==> src/rtl/imm_ext_pipe.sv <==
// imm_ext_pipe: registered immediate extension with a 2-entry skid buffer
module imm_ext_pipe #(
  parameter int XLEN = 32,
  parameter int TAG_W = 5
) (
  input  logic             clk,
  input  logic             reset,
  input  logic             in_valid,
  output logic             in_ready,
  input  logic [24:0]      instr,
  input  logic [2:0]       imm_src,
  input  logic [TAG_W-1:0] in_tag,
  output logic             out_valid,
  input  logic             out_ready,
  output logic [XLEN-1:0]  imm_ext,
  output logic [TAG_W-1:0] out_tag,
  output logic             out_illegal
);
  localparam int EW = XLEN + TAG_W + 1;
  typedef enum logic [1:0] {EMPTY, ONE, TWO} state_t;
  state_t state, state_next;
  logic [31:7] w;
  logic [31:0] imm32;
  logic [XLEN-1:0] imm;
  logic [EW-1:0] entry, main, skid;
  logic accept, drain;
  assign w = instr;
  // extend the incoming word; formats signed on instr[31] share a 32-bit form that is then widened
  always_comb begin
    imm32 = '0;
    imm = '0;
    case (imm_src)
      3'b000: imm32 = {{20{w[31]}}, w[31:20]};
      3'b001: imm32 = {{20{w[31]}}, w[31:25], w[11:7]};
      3'b010: imm32 = {{20{w[31]}}, w[7], w[30:25], w[11:8], 1'b0};
      3'b011: imm32 = {{12{w[31]}}, w[19:12], w[20], w[30:21], 1'b0};
      3'b100: imm32 = {w[31:12], 12'b0};
      default: imm32 = '0;
    endcase
    case (imm_src)
      3'b101: imm = XLEN'(w[19:15]);
      3'b110: imm = XLEN == 64 ? XLEN'(w[25:20]) : XLEN'(w[24:20]);
      3'b111: imm = '0;
      default: imm = XLEN'($signed(imm32));
    endcase
  end
  assign entry = {imm, in_tag, imm_src == 3'b111};
  assign accept = in_valid && in_ready;
  assign drain = out_valid && out_ready;
  // state register
  always_ff @(posedge clk) state <= reset ? EMPTY : state_next;
  // buffer occupancy transitions
  always_comb begin
    state_next = state;
    case (state)
      EMPTY: state_next = accept ? ONE : EMPTY;
      ONE: state_next = accept && !drain ? TWO : !accept && drain ? EMPTY : ONE;
      TWO: state_next = drain ? ONE : TWO;
      default: state_next = EMPTY;
    endcase
  end
  // handshake flags depend only on registered state
  always_comb begin
    in_ready = state != TWO;
    out_valid = state != EMPTY;
  end
  // main takes the input unless the skid holds an older entry; skid only fills when main is stalled
  always_ff @(posedge clk)
    if (reset) begin
      main <= '0;
      skid <= '0;
    end else begin
      if (state == TWO ? drain : accept && (state == EMPTY || drain)) main <= state == TWO ? skid : entry;
      if (state == ONE && accept && !drain) skid <= entry;
    end
  assign {imm_ext, out_tag, out_illegal} = main;
endmodule

==> config.mk <==
export PLATFORM = sky130hd
export DESIGN_NAME = imm_ext_pipe
export DESIGN_NICKNAME = d
export VERILOG_FILES = /design/src/rtl/imm_ext_pipe.sv
export SDC_FILE = /design/constraint.sdc
export NUM_CORES = 1
export LEC_CHECK = 0
export ABC_AREA = 1
export BUFFER_PORTS_ARGS = -buffer_cell sky130_fd_sc_hd__buf_4
export CAP_MARGIN = 20
export CORE_UTILIZATION = 58
export CTS_CLUSTER_SIZE = 10
export DETAILED_ROUTE_END_ITERATION = 6
export GPL_TIMING_DRIVEN = 0
export PLACE_DENSITY = 0.89
export SLEW_MARGIN = 40
export SYNTH_ARGS = -nofsm -noshare
export SYNTH_HDL_FRONTEND = slang
export SYNTH_SLANG_ARGS = --single-unit
==> constraint.sdc <==
create_clock -name clk -period 2.15 [get_ports clk]
set_input_delay 0.1075 -clock clk [delete_from_list [all_inputs] [get_ports clk]]
set_output_delay 0.1075 -clock clk [all_outputs]
set_load 0.01 [all_outputs]
# Word-level counts from Yosys, hierarchy flattened
# Cells that the tools add are included.
dict set report totals {
  in_bits 37
  wordCells 35
  output_inout_bits 40
  reg_bits 78
}
dict set report op_classes {
  eq_ne 10
  reduce_logical 13
  mux 9
}
# operator count
set op_table {}
lappend op_table {{$pmux W32 S5} 1}
lappend op_table {{$pmux W32 S3} 1}
lappend op_table {{$mux W38} 1}
lappend op_table {{$eq A3 B3 Y1 const B} 4}
lappend op_table {{$logic_and A1 B1 Y1} 7}
lappend op_table {{$eq A3 B2 Y1 const B} 2}
lappend op_table {{$pmux W2 S3} 1}
lappend op_table {{$mux W2} 2}
lappend op_table {{$eq A3 B1 Y1 const B} 1}
lappend op_table {{$logic_not A3 Y1} 1}
lappend op_table {{$mux W1} 3}
lappend op_table {{$eq A2 B1 Y1 const B} 1}
lappend op_table {{$eq A2 B2 Y1 const B} 1}
lappend op_table {{$logic_not A1 Y1} 2}
lappend op_table {{$logic_not A2 Y1} 1}
lappend op_table {{$ne A2 B2 Y1 const B} 1}
lappend op_table {{$reduce_bool A2 Y1} 1}
lappend op_table {{$logic_or A1 B1 Y1} 1}

# Depth between registers and ports, before layout
# Gate-level depths: netlist (run 1).
dict set report logic_depth {
  word_depth 7
  mapped_depth 10
  mapped_depth_nobuf 9
}

# Worst setup path after synthesis (run 1)
# OpenSTA, ideal clock, no wires.
dict set report synth_path {
  kind {flip-flop to flip-flop}
  start {reg state[1]}
  end {reg state[0]}
  t_required_ns 2.041
  path_buffers 1
  arrival_time_ns 1.298
  path_stages_with_launch 10
  slack_ns 0.742
  path_cell_list {dfxtp_1 -> nand2_4 -> inv_4 -> buf_2 -> nor2_1 -> ha_1 -> nand2_1 -> o221ai_1 -> nand2_1 -> inv_1}
}
dict set report synth_via {
  elab_chain_len 7
  elab_cells_between_ends 16
}
# item line
set synth_rtl {}
lappend synth_rtl {{start, declared} 21} ;# state_t state, state_next;
lappend synth_rtl {{start signal, assigned} 51} ;# always_ff @(posedge clk) state <= reset ? EMPTY : state_next;
lappend synth_rtl {{$ne A2 B2 Y1} 64} ;# in_ready = state != TWO;
lappend synth_rtl {{$logic_and A1 B1 Y1} 48} ;# assign accept = in_valid && in_ready;
lappend synth_rtl {{$logic_not A1 Y1} 57} ;# ONE: state_next = accept && !drain ? TWO : !accept && drain ? EMPTY : ONE;
lappend synth_rtl {{$logic_and A1 B1 Y1} 57}
lappend synth_rtl {{$mux W1} 57}
lappend synth_rtl {{$mux W2} 57}
lappend synth_rtl {{$pmux W2 S3 (*)} 55} ;# case (state)
# Every way passes the cells marked *; elsewhere a longest branch is shown, timed or not.
# A chain may end at the register's enable or synchronous reset.

# Worst setup path after layout (run 1)
# Ends and elaborated chain as after synthesis.

==> results by stage, run 1 <==
Drt:
- Using the TritonRoute via totals, the vias-per-cell ratio works out to 5.85.
- In the final routed layout, each cell accounts on average for 15.7 um.
- The detailed route wirelength on metal2 is 5.09 mm.
- The count of nets left with antenna violations once routing finished came out at 0.
- The length of the first detailed-routing pass in iterations is 7.
- The highest signal layer in the routed design is met4.
- For this block, the initial DRC count from the detailed router was 333.
- The met1 routed wirelength after detailed routing is 4.46 mm.
- The number of vias after detailed routing is 3934.
- After detailed routing, the number of remaining DRC violations is 1.
- The sum of met3 wire segment lengths after detailed routing is 862 um.
- The routed design has 10.6 mm of wire.

Setup path:
- The startpoint class of the critical path is a register.
- For the worst setup path, the data required time is 2.41 ns.
- The startpoint of the worst register-to-register path is state[1]$_SDFF_PP0_.
- The worst setup slack for register-to-register paths is 0.50 ns.
- The endpoint of the most critical setup path is state[0]$_SDFF_PP0_.
- The type of the setup path with the least slack is reg -> reg.
- The first element of the critical path is state[1]$_SDFF_PP0_.
- The data arrival time of the critical path is 1.91 ns.
- For the worst flop-to-flop path, the logic depth is 9.
- The capturing point of the worst reg2reg path is state[0]$_SDFF_PP0_.
- The largest fanout on the critical path is 10.
- The type of destination of the critical path is a register.

Power:
- The share of total power dissipated in combinational logic is 0.198.
- For this design the total switching power over the nets is 0.000992 W.
- The fraction of power spent switching nets is 0.294.
- The total leakage power is 2.06 nW.
- The sequential group share of total power is 0.474.
- The share of total power dissipated in the clock network is 0.328.
- The internal cell power is 0.00238 W.
- The worst-case vdd ir drop is 469 uV.
- Power spread over the standard cell area amounts to 763 mW/mm^2.

Synthesis:
- Of the post-synthesis cell area, the part taken by muxes is 0.
- Of the total synthesized cell area, the portion taken by full adders, half adders and majority gates is 0.00351.
- The net count after synthesis is 543.
- Of the total synthesized cell area, the portion taken by AND, OR, NAND and NOR gates is 0.228.
- The post-synthesis instance area is 0.00356 mm^2.
- The average cell area after synthesis is 7.06 um^2.
- Counting flops and latches in the post-synthesis netlist gives 78.
- Synthesis produced a netlist whose cell count is 505.
- The compound-gate portion of the synthesized area is 0.243.
- Of the total synthesized cell area, the portion taken by XOR and XNOR cells is 0.
- The Yosys step of the flow raised 0 warnings.
- The distinct cell type count of the synthesized netlist is 29.
- The portion of the post-synthesis area used by sequential elements is 0.438.
- By area, the combinational part of the netlist is dominated by compound AO/OA/AOI/OAI gates.

Clocking:
- Clock latency on the worst-skew pair, taken at its later pin, is 0.35 ns.
- The clock tree from TritonCTS is done.
- The H-tree was split into 3 levels.
- The master cell of the clock root buffer is sky130_fd_sc_hd__clkbuf_8.
- In this run, post-CTS repair resized a total of 0 instances.
- The number of clock sinks is 78.
- Buffers inserted during clock tree synthesis total 9.
- The clock slew seen by the registers of the worst setup and hold paths is 0.08 ns.
- The number of buffers between clock root and the deepest sink is 2.

Cells and area:
- The total inserted antenna cells is 0.
- For this run, the post-layout net count is 631.
- At the end of the flow the core is filled with cells to 0.748.
- Leaving out fill and tap cells, the most frequent cells in the layout are 91 x sky130_fd_sc_hd__nand2_1, 78 x sky130_fd_sc_hd__buf_4, 78 x sky130_fd_sc_hd__dfxtp_1.
- Compared with the post-synthesis result, the final layout area differs by 24.2%.
- Of the cells placed in the final design, the portion with a size suffix greater than 1 is 0.213.
- The commonest non-fill, non-tap cell in the layout is sky130_fd_sc_hd__nand2_1.

Floorplanning:
- The floorplan step defined a die boundary enclosing 0.00646 mm^2.
- The region available for standard cell placement spans 0.00592 mm^2.
- The number of placed I/O pins is 77.
- The die is 80.4 um tall.
- From left edge to right edge, the die measures 80.4 um.
- The number of cell rows is 28.
- The effective utilization at floorplan is 0.602.

Global route:
- The wire length of the first global-routing pass is 16.9 mm.
- The number of global-route vias before repair is 3613.
- The remaining global-route overflow is 0.
- The global router's overall resource usage is 0.341.
- Entering global routing, the biggest net connects 13 pins.
- The initial antenna violation count is 0.

Outcome:
- The run finished, with violations left.
- The final reports fail on DRC.

STA:
- In the finished design, the share of the clock period the worst path needs comes to 0.767.
- The number of max-slew violations in the final report was 0.
- The minimum setup slack in the final design is 0.501 ns.
- For the pin with the worst max-slew slack, the measured transition is 0.574 ns.
- Setup violations remaining at the end of the flow were counted as 0.
- The remaining max-slew budget at the tightest pin is 0.617.
- Counting I/O delays and the setup requirement, the final critical path takes 1.65 ns.
- The final count of hold timing violations was 0.
- Setup repair after global routing left no endpoint under its margin.
- Static timing analysis puts the maximum clock frequency at 606 MHz.
- Summed over all failing endpoints, the final setup total negative slack is 0 ns.
- The final clock skew is 0.00891 ns.

Hold path:
- The class of the tightest hold or removal check is in -> reg.

Run:
- Across the run, the number of max-cap violations was 0.

Placement:
- Prior to clock tree synthesis, the placed netlist has a worst setup slack of 0.508 ns.
- The placer congestion estimate is 0.930.
- Input and output buffers added on the ports amount to 76.
- The placed wire-length estimate after detailed placement is 7.44 mm.
per-stage QoR:
step / hold WS (ns) / power [W] / instance area (um^2) / cells
5_1_grt: 0.0408 / 0.00350 / 4430 / 672
3_3_place_gp: 0.330 / 0.00227 / 4230 / 656
3_5_place_dp: 0.330 / 0.00228 / 4230 / 656
4_1_cts: 0.0218 / 0.00336 / 4430 / 672
6_report: 0.0166 / 0.00338 / 4430 / 672
2_1_floorplan: 0.177 / 0.00200 / 3560 / 505
worst min path at each step:
stage | depth (start not counted) | startpoint | end | slack, ns
2_1_floorplan | 1 | reset | main[0]$_SDFFE_PP0P_ | 0.18
3_3_place_gp | 2 | reset | main[0]$_SDFFE_PP0P_ | 0.33
3_5_place_dp | 2 | reset | state[1]$_SDFF_PP0_ | 0.33
4_1_cts | 3 | in_tag[3] | skid[4]$_SDFFE_PP0P_ | 0.02
5_1_grt | 3 | in_tag[3] | skid[4]$_SDFFE_PP0P_ | 0.04
6_report | 3 | in_tag[3] | skid[4]$_SDFFE_PP0P_ | 0.02
power by group through the flow:
stage | sequential, W | combinational (W) | clock, W
after floorplan | 0.00166 | 0.000345 | 0
after global routing | 0.00161 | 0.000737 | 0.00115
after detailed placement | 0.00163 | 0.000652 | 0
after global placement | 0.00163 | 0.000639 | 0
final | 0.00160 | 0.000669 | 0.00111
after CTS | 0.00160 | 0.000659 | 0.00110
critical path, cell delays in order (launching register included):
cell and delay, ns:
sky130_fd_sc_hd__dfxtp_1 0.41, sky130_fd_sc_hd__nand2_4 0.13, sky130_fd_sc_hd__inv_4 0.13, sky130_fd_sc_hd__buf_2 0.25, sky130_fd_sc_hd__nor2_1 0.08, sky130_fd_sc_hd__ha_1 0.27, sky130_fd_sc_hd__nand2_1 0.07, sky130_fd_sc_hd__o221ai_1 0.10
sky130_fd_sc_hd__nand2_1 0.08, sky130_fd_sc_hd__inv_1 0.04
timing repair:
item                      CTS  global route
hold endpoints to repair    5             0
buffers inserted            0             0
hold buffers                1             0
routing by layer:
layer | GRT usage | vias up
met5 | 0 | -
met4 | 0.134 | 0
met3 | 0.0659 | 20
met2 | 0.558 | 200
met1 | 0.437 | 1839
li1 | - | 1875
Yosys cell counts, drive strengths merged:
cell    instances  area (um^2)
o221ai          1         8.76
o211ai          1         7.51
a211oi          3         22.5
nand2          96          378
o21ai          89          453
nand3          18         95.1
clkbuf         14         53.8
buf            21          140
a21oi          60          300
inv            29          111
clkinv          1         3.75
ha              1         12.5
dfxtp          78         1560
nor2           69          264
nand3b          1         7.51
a31oi          12         75.1
nand4          11         68.8
final cells by class:
cell class / instances / area [um^2]
multi-input cells: 362 / 1690
flip-flops and latches: 78 / 1560
fillers: 484 / 1490
repair buffers: 77 / 581
plain buffers: 35 / 194
clock buffers: 11 / 141
inverters: 30 / 115
well taps: 75 / 93.8
clock inverters: 4 / 47.5
state kept, by name, indices dropped and copies added (netlist names):
name   flops
main      38
skid      38
state      2
kinds of logic (layout without fill, tap and decap cells):
group	Yosys count	count (layout)
adder cells (fa/ha/maj)	1	1
buffers and inverters	65	157
AND/OR/NAND/NOR	195	195
AO/OA/AOI/OAI	166	166
flip-flops	78	78
No activity file was read; power rests on OpenSTA's default activity.
==> inputs of run 2 (changes only) <==
--- a/config.mk
+++ b/config.mk
@@ -5,14 +5,14 @@
 export SDC_FILE = /design/constraint.sdc
 export NUM_CORES = 1
 export LEC_CHECK = 0
-export ABC_AREA = 1
+export ABC_AREA = 0
 export BUFFER_PORTS_ARGS = -buffer_cell sky130_fd_sc_hd__buf_4
 export CAP_MARGIN = 20
-export CORE_UTILIZATION = 58
+export CORE_UTILIZATION = 49
 export CTS_CLUSTER_SIZE = 10
 export DETAILED_ROUTE_END_ITERATION = 6
 export GPL_TIMING_DRIVEN = 0
-export PLACE_DENSITY = 0.89
+export PLACE_DENSITY = 0.81
 export SLEW_MARGIN = 40
 export SYNTH_ARGS = -nofsm -noshare
 export SYNTH_HDL_FRONTEND = slang
==> constraint.sdc (replaced) <==
create_clock -name clk -period 1.4 [get_ports clk]
set_input_delay 0.07 -clock clk [delete_from_list [all_inputs] [get_ports clk]]
set_output_delay 0.07 -clock clk [all_outputs]
set_load 0.01 [all_outputs]
==> results by stage, run 2 <==
Clocking:
- The clock latency reported for the late side of the worst-skew pair is 0.37 ns.
- The longest clock path from root to sink contains 2 buffers.
- After clock tree synthesis, the clock-pin slew on the worst setup and hold paths is 0.09 ns.
- The number of clock buffers inserted by TritonCTS is 9.
- The clock tree from TritonCTS is done.
- The number of clock sinks is 78.
- The master cell of the clock root buffer is sky130_fd_sc_hd__clkbuf_8.
- In this run the number of H-tree levels came out at 3.

Floorplanning:
- The core region is 0.00725 mm^2.
- The number of placed I/O pins is 77.
- From left edge to right edge, the die measures 88.8 um.
- The die covers 0.00788 mm^2.
- The number of cell rows is 31.
- The floorplan step set the die height to 88.8 um.
- For this configuration, the core starts out at a cell density of 0.509.

Setup path:
- In this run the worst path has a maximum fanout of 10.
- At the worst endpoint, the required time is 1.69 ns.
- The type of the setup path with the least slack is reg -> reg.
- The startpoint class of the critical path is a register.
- The data arrival time of the critical path is 1.98 ns.
- The worst setup path is captured at a register.

STA:
- Hold timing on the final database bottoms out at a slack of -0.00651 ns.
- The number of max-slew violations in the final report was 0.
- Across all setup checks in the final design, the least slack found is -0.289 ns.
- Setup repair after global routing could not meet its margin everywhere.
- The remaining max-slew budget at the tightest pin is 0.454.
- The final count of hold timing violations is 1.
- The final clock skew is 0.00738 ns.
- The highest clock rate is 592 MHz.
- The pin slew with the least headroom to its limit is 0.819 ns.
- Subtracting the final worst setup slack from the clock period gives 1.69 ns.
- Dividing the final minimum period by the clock period gives 1.21.
- Setup violations remaining at the end of the flow were counted as 77.

Global route:
- The number of global-route vias before repair is 3739.
- Global routing finished with a remaining overflow of 0.
- For this run, the total global-route usage over all layers was measured as 0.316.
- The first global-routing pass estimated 18.6 mm of wire.
- Entering global routing, the biggest net connects 15 pins.
- The initial antenna violation count is 0.

Cells and area:
- In the final layout, the registers with the most flip-flops are main x38, skid x38, state x2.
- The total inserted antenna cells is 0.
- Summing all multi-input logic gate instances after layout gives 0.00240 mm^2.
- The top cell types in the final layout, fill and taps aside, are 87 x sky130_fd_sc_hd__buf_4, 76 x sky130_fd_sc_hd__dfxtp_1, 45 x sky130_fd_sc_hd__nand2_1.
- Compared with the post-synthesis result, the final layout area differs by 54.5%.
- Leaving out fill and tap cells, the most frequent cell in the layout is sky130_fd_sc_hd__buf_4.
- The fill cell total of the finished layout is 436.
- After the last flow step, the layout net total stands at 591.
- The proportion of layout cells with a drive suffix above 1 is 0.452.
- The area taken by flip-flops and latches is 0.00157 mm^2.

Power:
- The power per cell area is 1030 mW/mm^2.
- The internal cell power is 0.00400 W.
- The total leakage power is 2.25 nW.
- Of the total power, the share spent switching nets is 0.321.
- Of the total power, the clock network draws 0.299.
- Summed over all nets, the switching power comes to 0.00189 W.
- The worst-case vdd ir drop is 616 uV.
- Of the total power, registers draw 0.423.
- The share of total power in combinational logic is 0.278.

Placement:
- The count of input and output buffers is 74.
- The placed wire-length estimate after detailed placement is 7.84 mm.
- The placer congestion estimate is 0.944.
- At the placement stage, the worst setup path has a slack of -0.315 ns.

Synthesis:
- The share of synthesized area in the top cell type comes to 0.423.
- Counting flops with a built-in enable in the synthesized netlist gives 0.
- The number of register bits inferred by synthesis is 78.
- Summed over all instances, the cell type with the most area after synthesis is sky130_fd_sc_hd__dfxtp_1.
- Summing every instance area after synthesis gives 0.00369 mm^2.
- The commonest cells after synthesis are 78 x sky130_fd_sc_hd__dfxtp_1, 48 x sky130_fd_sc_hd__a21oi_1, 46 x sky130_fd_sc_hd__nand2_1, 40 x sky130_fd_sc_hd__nor2_1, 24 x sky130_fd_sc_hd__o21ai_0.
- Of the synthesized area, sequential elements account for 0.423.
- The netlist uses 41 different library cells.
- By area the synthesized netlist is led by sky130_fd_sc_hd__dfxtp_1 42%, sky130_fd_sc_hd__a21oi_1 6.5%, sky130_fd_sc_hd__nand2_1 4.7%, sky130_fd_sc_hd__a211oi_1 4.1%, sky130_fd_sc_hd__nor2_1 4.1%.
- The most common cell in the synthesized netlist is sky130_fd_sc_hd__dfxtp_1.
- When the netlist entered floorplanning its net count stood at 467.
- The number of cells produced by synthesis is 429.
- The async set-or-reset flop fraction in the synthesized netlist is 0.
- The average cell area after synthesis is 8.60 um^2.
- In the synthesized netlist the dominant register cell turns out to be sky130_fd_sc_hd__dfxtp_1.
- For this run, the number of Yosys warnings is 0.

Drt:
- The number of design-rule violations left by the first detailed-router iteration is 579.
- The routed layout has 4303 vias.
- The final wirelength is 14.3 mm.
- In this run the remaining antenna-violating nets after routing total 0.
- In the routed layout, each cell is associated on average with a via count of 6.55.
- The first detailed-routing pass took 6 iterations.
- After detailed routing, the number of remaining DRC violations is 0.
- The wire length per cell is 21.8 um.

Outcome:
- The final reports fail on hold timing, setup timing.
- The run finished, with violations left.

Run:
- The number of max-cap violations is 0.

Hold path:
- The class of the tightest hold or removal check is in -> reg.
-- run 2: final cells by class --
cell class,instances,share of cell area
buffer,43,0.0656
timing repair buffer,111,0.179
sequential,78,0.275
multi-input combinational,307,0.422
tap,99,0.0217
clock buffer,10,0.0224
clock inverter,6,0.0123
inverter,3,0.00241
-- run 2: through the flow --
step | utilization | power (W) | instances | area [um^2] | setup TNS (ns)
floorplan | - | 0.00313 | 429 | 3720 | -0.165
finish | 0.786 | 0.00589 | 657 | 5700 | -9.19
CTS | 0.685 | 0.00541 | 645 | 4970 | -1.16
global placement | 0.606 | 0.00355 | 602 | 4400 | -5.11
detailed placement | 0.606 | 0.00359 | 602 | 4400 | -7.39
global route | 0.786 | 0.00607 | 657 | 5700 | -13.33
-- run 2: final timing paths --
kind,start,to,slack [ns],cells after the start
worst max register to register,state[1]$_SDFF_PP0_,skid[0]$_SDFFE_PP0P_,-0.29,7
worst min register to register,skid[4]$_SDFFE_PP0P_,skid[4]$_SDFFE_PP0P_,0.46,2
worst min-delay path,reset,main[1]$_SDFFE_PP0P_,-0.007,2
worst max-delay path,state[1]$_SDFF_PP0_,skid[0]$_SDFFE_PP0P_,-0.29,7
-- run 2: critical path: stages, from the launching register on --
cell and delay [ns]:
sky130_fd_sc_hd__dfxtp_4 0.36, sky130_fd_sc_hd__buf_4 0.13, sky130_fd_sc_hd__and2b_2 0.24, sky130_fd_sc_hd__and3b_2 0.23, sky130_fd_sc_hd__buf_6 0.15, sky130_fd_sc_hd__buf_6 0.16
sky130_fd_sc_hd__nand3_1 0.14, sky130_fd_sc_hd__a21oi_1 0.21
-- run 2: layer usage --
metal  track usage  part of all wire  vias up
met5             0                 0        -
met3        0.0448             0.095       97
li1              -                 -     1850
met1         0.386              0.37     2023
met2         0.531              0.47      333
met4         0.186             0.068        0
-- run 2: timing repair --
item	CTS	global route
hold endpoints to repair	18	0
setup buffers	13	5
hold buffers	11	0
gates cloned	3	8
pin swaps	6	43
resized for setup	45	154
setup endpoints to repair	76	78
-- run 2: cells by family after synthesis --
| family | share of synthesized area |
|---|---|
| XOR/XNOR | 0.00746 |
| flip-flops | 0.423 |
| AO/OA/AOI/OAI | 0.295 |
| AND/OR/NAND/NOR | 0.174 |
| adder cells (fa/ha/maj) | 0.00339 |
| buffers and inverters | 0.0641 |
| multiplexers | 0.0339 |
-- run 2: power groups by stage --
stage,sequential (W),combinational [W],clock (W)
2_1_floorplan,0.00254,0.000584,0
3_3_place_gp,0.00250,0.00106,0
3_5_place_dp,0.00251,0.00108,0
4_1_cts,0.00246,0.00120,0.00175
5_1_grt,0.00251,0.00172,0.00184
6_report,0.00249,0.00164,0.00176
==> inputs of run 3 (changes only) <==
--- a/config.mk
+++ b/config.mk
@@ -5,10 +5,11 @@
 export SDC_FILE = /design/constraint.sdc
 export NUM_CORES = 1
 export LEC_CHECK = 0
-export ABC_AREA = 0
+export ABC_AREA = 1
 export BUFFER_PORTS_ARGS = -buffer_cell sky130_fd_sc_hd__buf_4
 export CAP_MARGIN = 20
 export CORE_UTILIZATION = 49
+export CTS_CLUSTER_DIAMETER = 60
 export CTS_CLUSTER_SIZE = 10
 export DETAILED_ROUTE_END_ITERATION = 6
 export GPL_TIMING_DRIVEN = 0
==> results by stage, run 3 (synthesis results as in run 1) <==
Cells and area:
- Once layout is complete, the cells apart from fillers number 702.
- For this run, the share of the core covered by cells in the final layout is 0.684.
- The fill cell total of the finished layout is 598.
- The commonest non-fill, non-tap cell in the layout is sky130_fd_sc_hd__nand2_1.
- The layout overhead on the synthesized area is 32.7%.
- Of the cells placed in the final design, the portion with a size suffix greater than 1 is 0.269.
- The repair_antennas step left the layout with diodes totalling 0.
- In the layout the commonest cells are 91 x sky130_fd_sc_hd__nand2_1, 86 x sky130_fd_sc_hd__buf_4, 76 x sky130_fd_sc_hd__dfxtp_1.
- The largest registers in the layout are main x38, skid x38, state x2.
- The net count of the finished layout is 639.

Clocking:
- The number of clock buffers inserted by TritonCTS is 9.
- Clock-pin slew was measured on the worst setup and hold paths at 0.08 ns.
- The master cell of the clock root buffer is sky130_fd_sc_hd__clkbuf_8.
- Clock latency on the worst-skew pair, taken at its later pin, is 0.35 ns.
- The number of buffers between clock root and the deepest sink is 2.
- The number of H-tree branching levels is 3.
- TritonCTS built the clock tree.
- The number of clock sinks is 78.

Drt:
- In the final routed layout, each cell accounts on average for 15.3 um.
- Summed over all layers, the routed wires come to 10.7 mm.
- In the routed layout, each cell is associated on average with a via count of 5.47.
- The first detailed-routing pass took 5 iterations.
- In this run, the number of DRC markers left after iteration 0 of detailed routing was 434.
- The count of nets left with antenna violations once routing finished came out at 0.
- The residual DRC count is 0.
- The number of vias after detailed routing is 3837.

Outcome:
- The run finished with clean final reports.

Placement:
- The placed wire-length estimate after detailed placement is 7.31 mm.
- The total instance count after detailed placement is 677.
- The count of input and output buffers is 76.
- The placer congestion estimate is 0.931.

Power:
- The share of total power in combinational logic is 0.194.
- Internal power comes to 0.00409 W.
- The share of total power dissipated in the clock network is 0.372.
- For this design the ratio of total power to cell area is 1200 mW/mm^2.
- The switching power is 0.00159 W.
- The worst-case IR drop observed on VDD is 701 uV.
- The share of total power dissipated in sequential elements is 0.434.
- The total leakage power is 2.18 nW.
- Of the total power, the share spent switching nets is 0.280.

STA:
- The minimum clock period is 1.36 ns.
- The remaining max-slew budget at the tightest pin is 0.713.
- At the pin with the least slew margin, the transition time is 0.425 ns.
- Clock skew on the completed layout was measured at 0.00473 ns.
- The highest clock rate is 734 MHz.
- The final count of hold timing violations is 0.
- The number of max-slew violations in the final report is 0.
- The setup violation total in the final timing report is 0.
- Setup repair after global routing could not meet its margin everywhere.
- Of the available clock period, the critical path in the final layout requires 0.973.

Setup path:
- The type of the setup path with the least slack is reg -> reg.
- The worst setup slack for register-to-register paths is 0.04 ns.
- The largest fanout on the critical path is 4.
- The longest individual stage delay on the worst path is 0.32 ns.
- STA puts the critical path data required time at 1.65 ns.
- The startpoint class of the critical path is a register.
- By instance count, the cell type seen most on the critical path is sky130_fd_sc_hd__nand2_1.
- Data arrives at the worst endpoint at 1.61 ns.
- The worst setup path is captured at a register.
- The slowest cell on the critical path is sky130_fd_sc_hd__dfxtp_2.
- Walking the worst path, the cells encountered are inv_2 > nand2_4 > inv_8 > buf_8 > nor2_4 > ha_1 > nand2_1 > o221ai_1 > nand2_1 > inv_1.

Global route:
- The number of global-route vias before repair came to 3364.
- The first global-routing pass estimated 16.9 mm of wire.
- The global router's overall resource usage is 0.290.
- Summed over all layers, the global routing overflow is 0.
- The initial antenna violation count is 0.
- Entering global routing, the biggest net connects 14 pins.

Floorplanning:
- The die is 87.3 um wide.
- The die covers 0.00762 mm^2.
- Pin placement for this block handled 77 I/O pins.
- The effective utilization at floorplan is 0.516.
- The die is 87.3 um tall.
- The number of cell rows is 30.
- The region available for standard cell placement spans 0.00691 mm^2.

Hold path:
- In this run the worst hold path is classified as in -> reg.

Run:
- The number of max-cap violations is 0.
==> run 3: cell count changes in the layout (fill, tap and decap cells not counted), sizes merged, moves of 12 or more <==
| cell | previous run | this run |
|---|---|---|
| o21ai | 25 | 89 |
| nand2 | 46 | 96 |
| nor2 | 44 | 69 |
| inv | 5 | 28 |
| buf | 122 | 100 |
| a211oi | 21 | 3 |
| o221ai | 16 | 1 |
| a21oi | 48 | 60 |
==> run 3: stage by stage <==
step / setup TNS [ns] / hold WS, ns / worst slack [ns] / power [W] / instance area (um^2)
final: 0 / 0.00340 / 0.0380 / 0.00568 / 4730
after global placement: -0.774 / 0.291 / -0.136 / 0.00349 / 4260
after global routing: -0.282 / 0.00719 / -0.0688 / 0.00591 / 4730
after floorplan: 0 / 0.139 / 0.0317 / 0.00308 / 3570
after CTS: -0.0425 / 0.00330 / -0.0416 / 0.00560 / 4610
after detailed placement: -0.831 / 0.295 / -0.162 / 0.00351 / 4260
==> run 3: final timing paths <==
| path | startpoint | to | cells past startpoint |
|---|---|---|---|
| worst min register to register | skid[11]$_SDFFE_PP0P_ | skid[11]$_SDFFE_PP0P_ | 2 |
| worst max-delay path | state[0]$_SDFF_PP0_ | state[0]$_SDFF_PP0_ | 10 |
| worst min-delay path | in_tag[3] | skid[4]$_SDFFE_PP0P_ | 3 |
| worst max register to register | state[0]$_SDFF_PP0_ | state[0]$_SDFF_PP0_ | 10 |
==> run 3: final cells by class <==
| cell class | instances | area, um^2 | share of cell area |
|---|---|---|---|
| Multi-Input combinational cell | 362 | 1760 | 0.371 |
| Sequential cell | 78 | 1560 | 0.331 |
| Timing Repair Buffer | 87 | 676 | 0.143 |
| Buffer | 33 | 240 | 0.0508 |
| Clock buffer | 10 | 138 | 0.0291 |
| Inverter | 30 | 125 | 0.0265 |
| Tap cell | 96 | 120 | 0.0254 |
| Clock inverter | 6 | 109 | 0.0230 |
==> run 3: what timing repair did <==
item	4_1_cts	5_1_grt
endpoints found under the setup margin	40	68
resized for setup	11	52
cloned	0	0
endpoints found under the hold margin	8	0
hold buffers	4	0
pin swaps	2	2
buffers inserted	3	4
==> run 3: worst max-delay path: cells and delay by family, from the launching register on <==
kind | cells | cell delay, ns
and+or+nand+nor | 4 | 0.27
DFF | 1 | 0.32
AOI/OAI and AO/OA | 1 | 0.09
adders and majority gates | 1 | 0.27
buffers and inverters | 4 | 0.32
==> run 3: power groups by stage <==
stage | Combinational [W] | Sequential, W | Clock, W
final | 0.00110 | 0.00246 | 0.00211
after global routing | 0.00121 | 0.00248 | 0.00221
after CTS | 0.00104 | 0.00246 | 0.00211
after detailed placement | 0.00100 | 0.00251 | 0
after global placement | 0.000991 | 0.00250 | 0
after floorplan | 0.000531 | 0.00255 | 0
==> run 3: layer usage <==
layer  routed length (um)  vias to the layer above  part of all wire  global-route usage
met1                 4700                     1766              0.44               0.395
met3                  751                       17             0.070              0.0654
li1                     -                     1886                 -                   -
met5                    0                        -                 0                   0
met2                 5110                      168              0.48               0.472
met4                  182                        0             0.017              0.0611
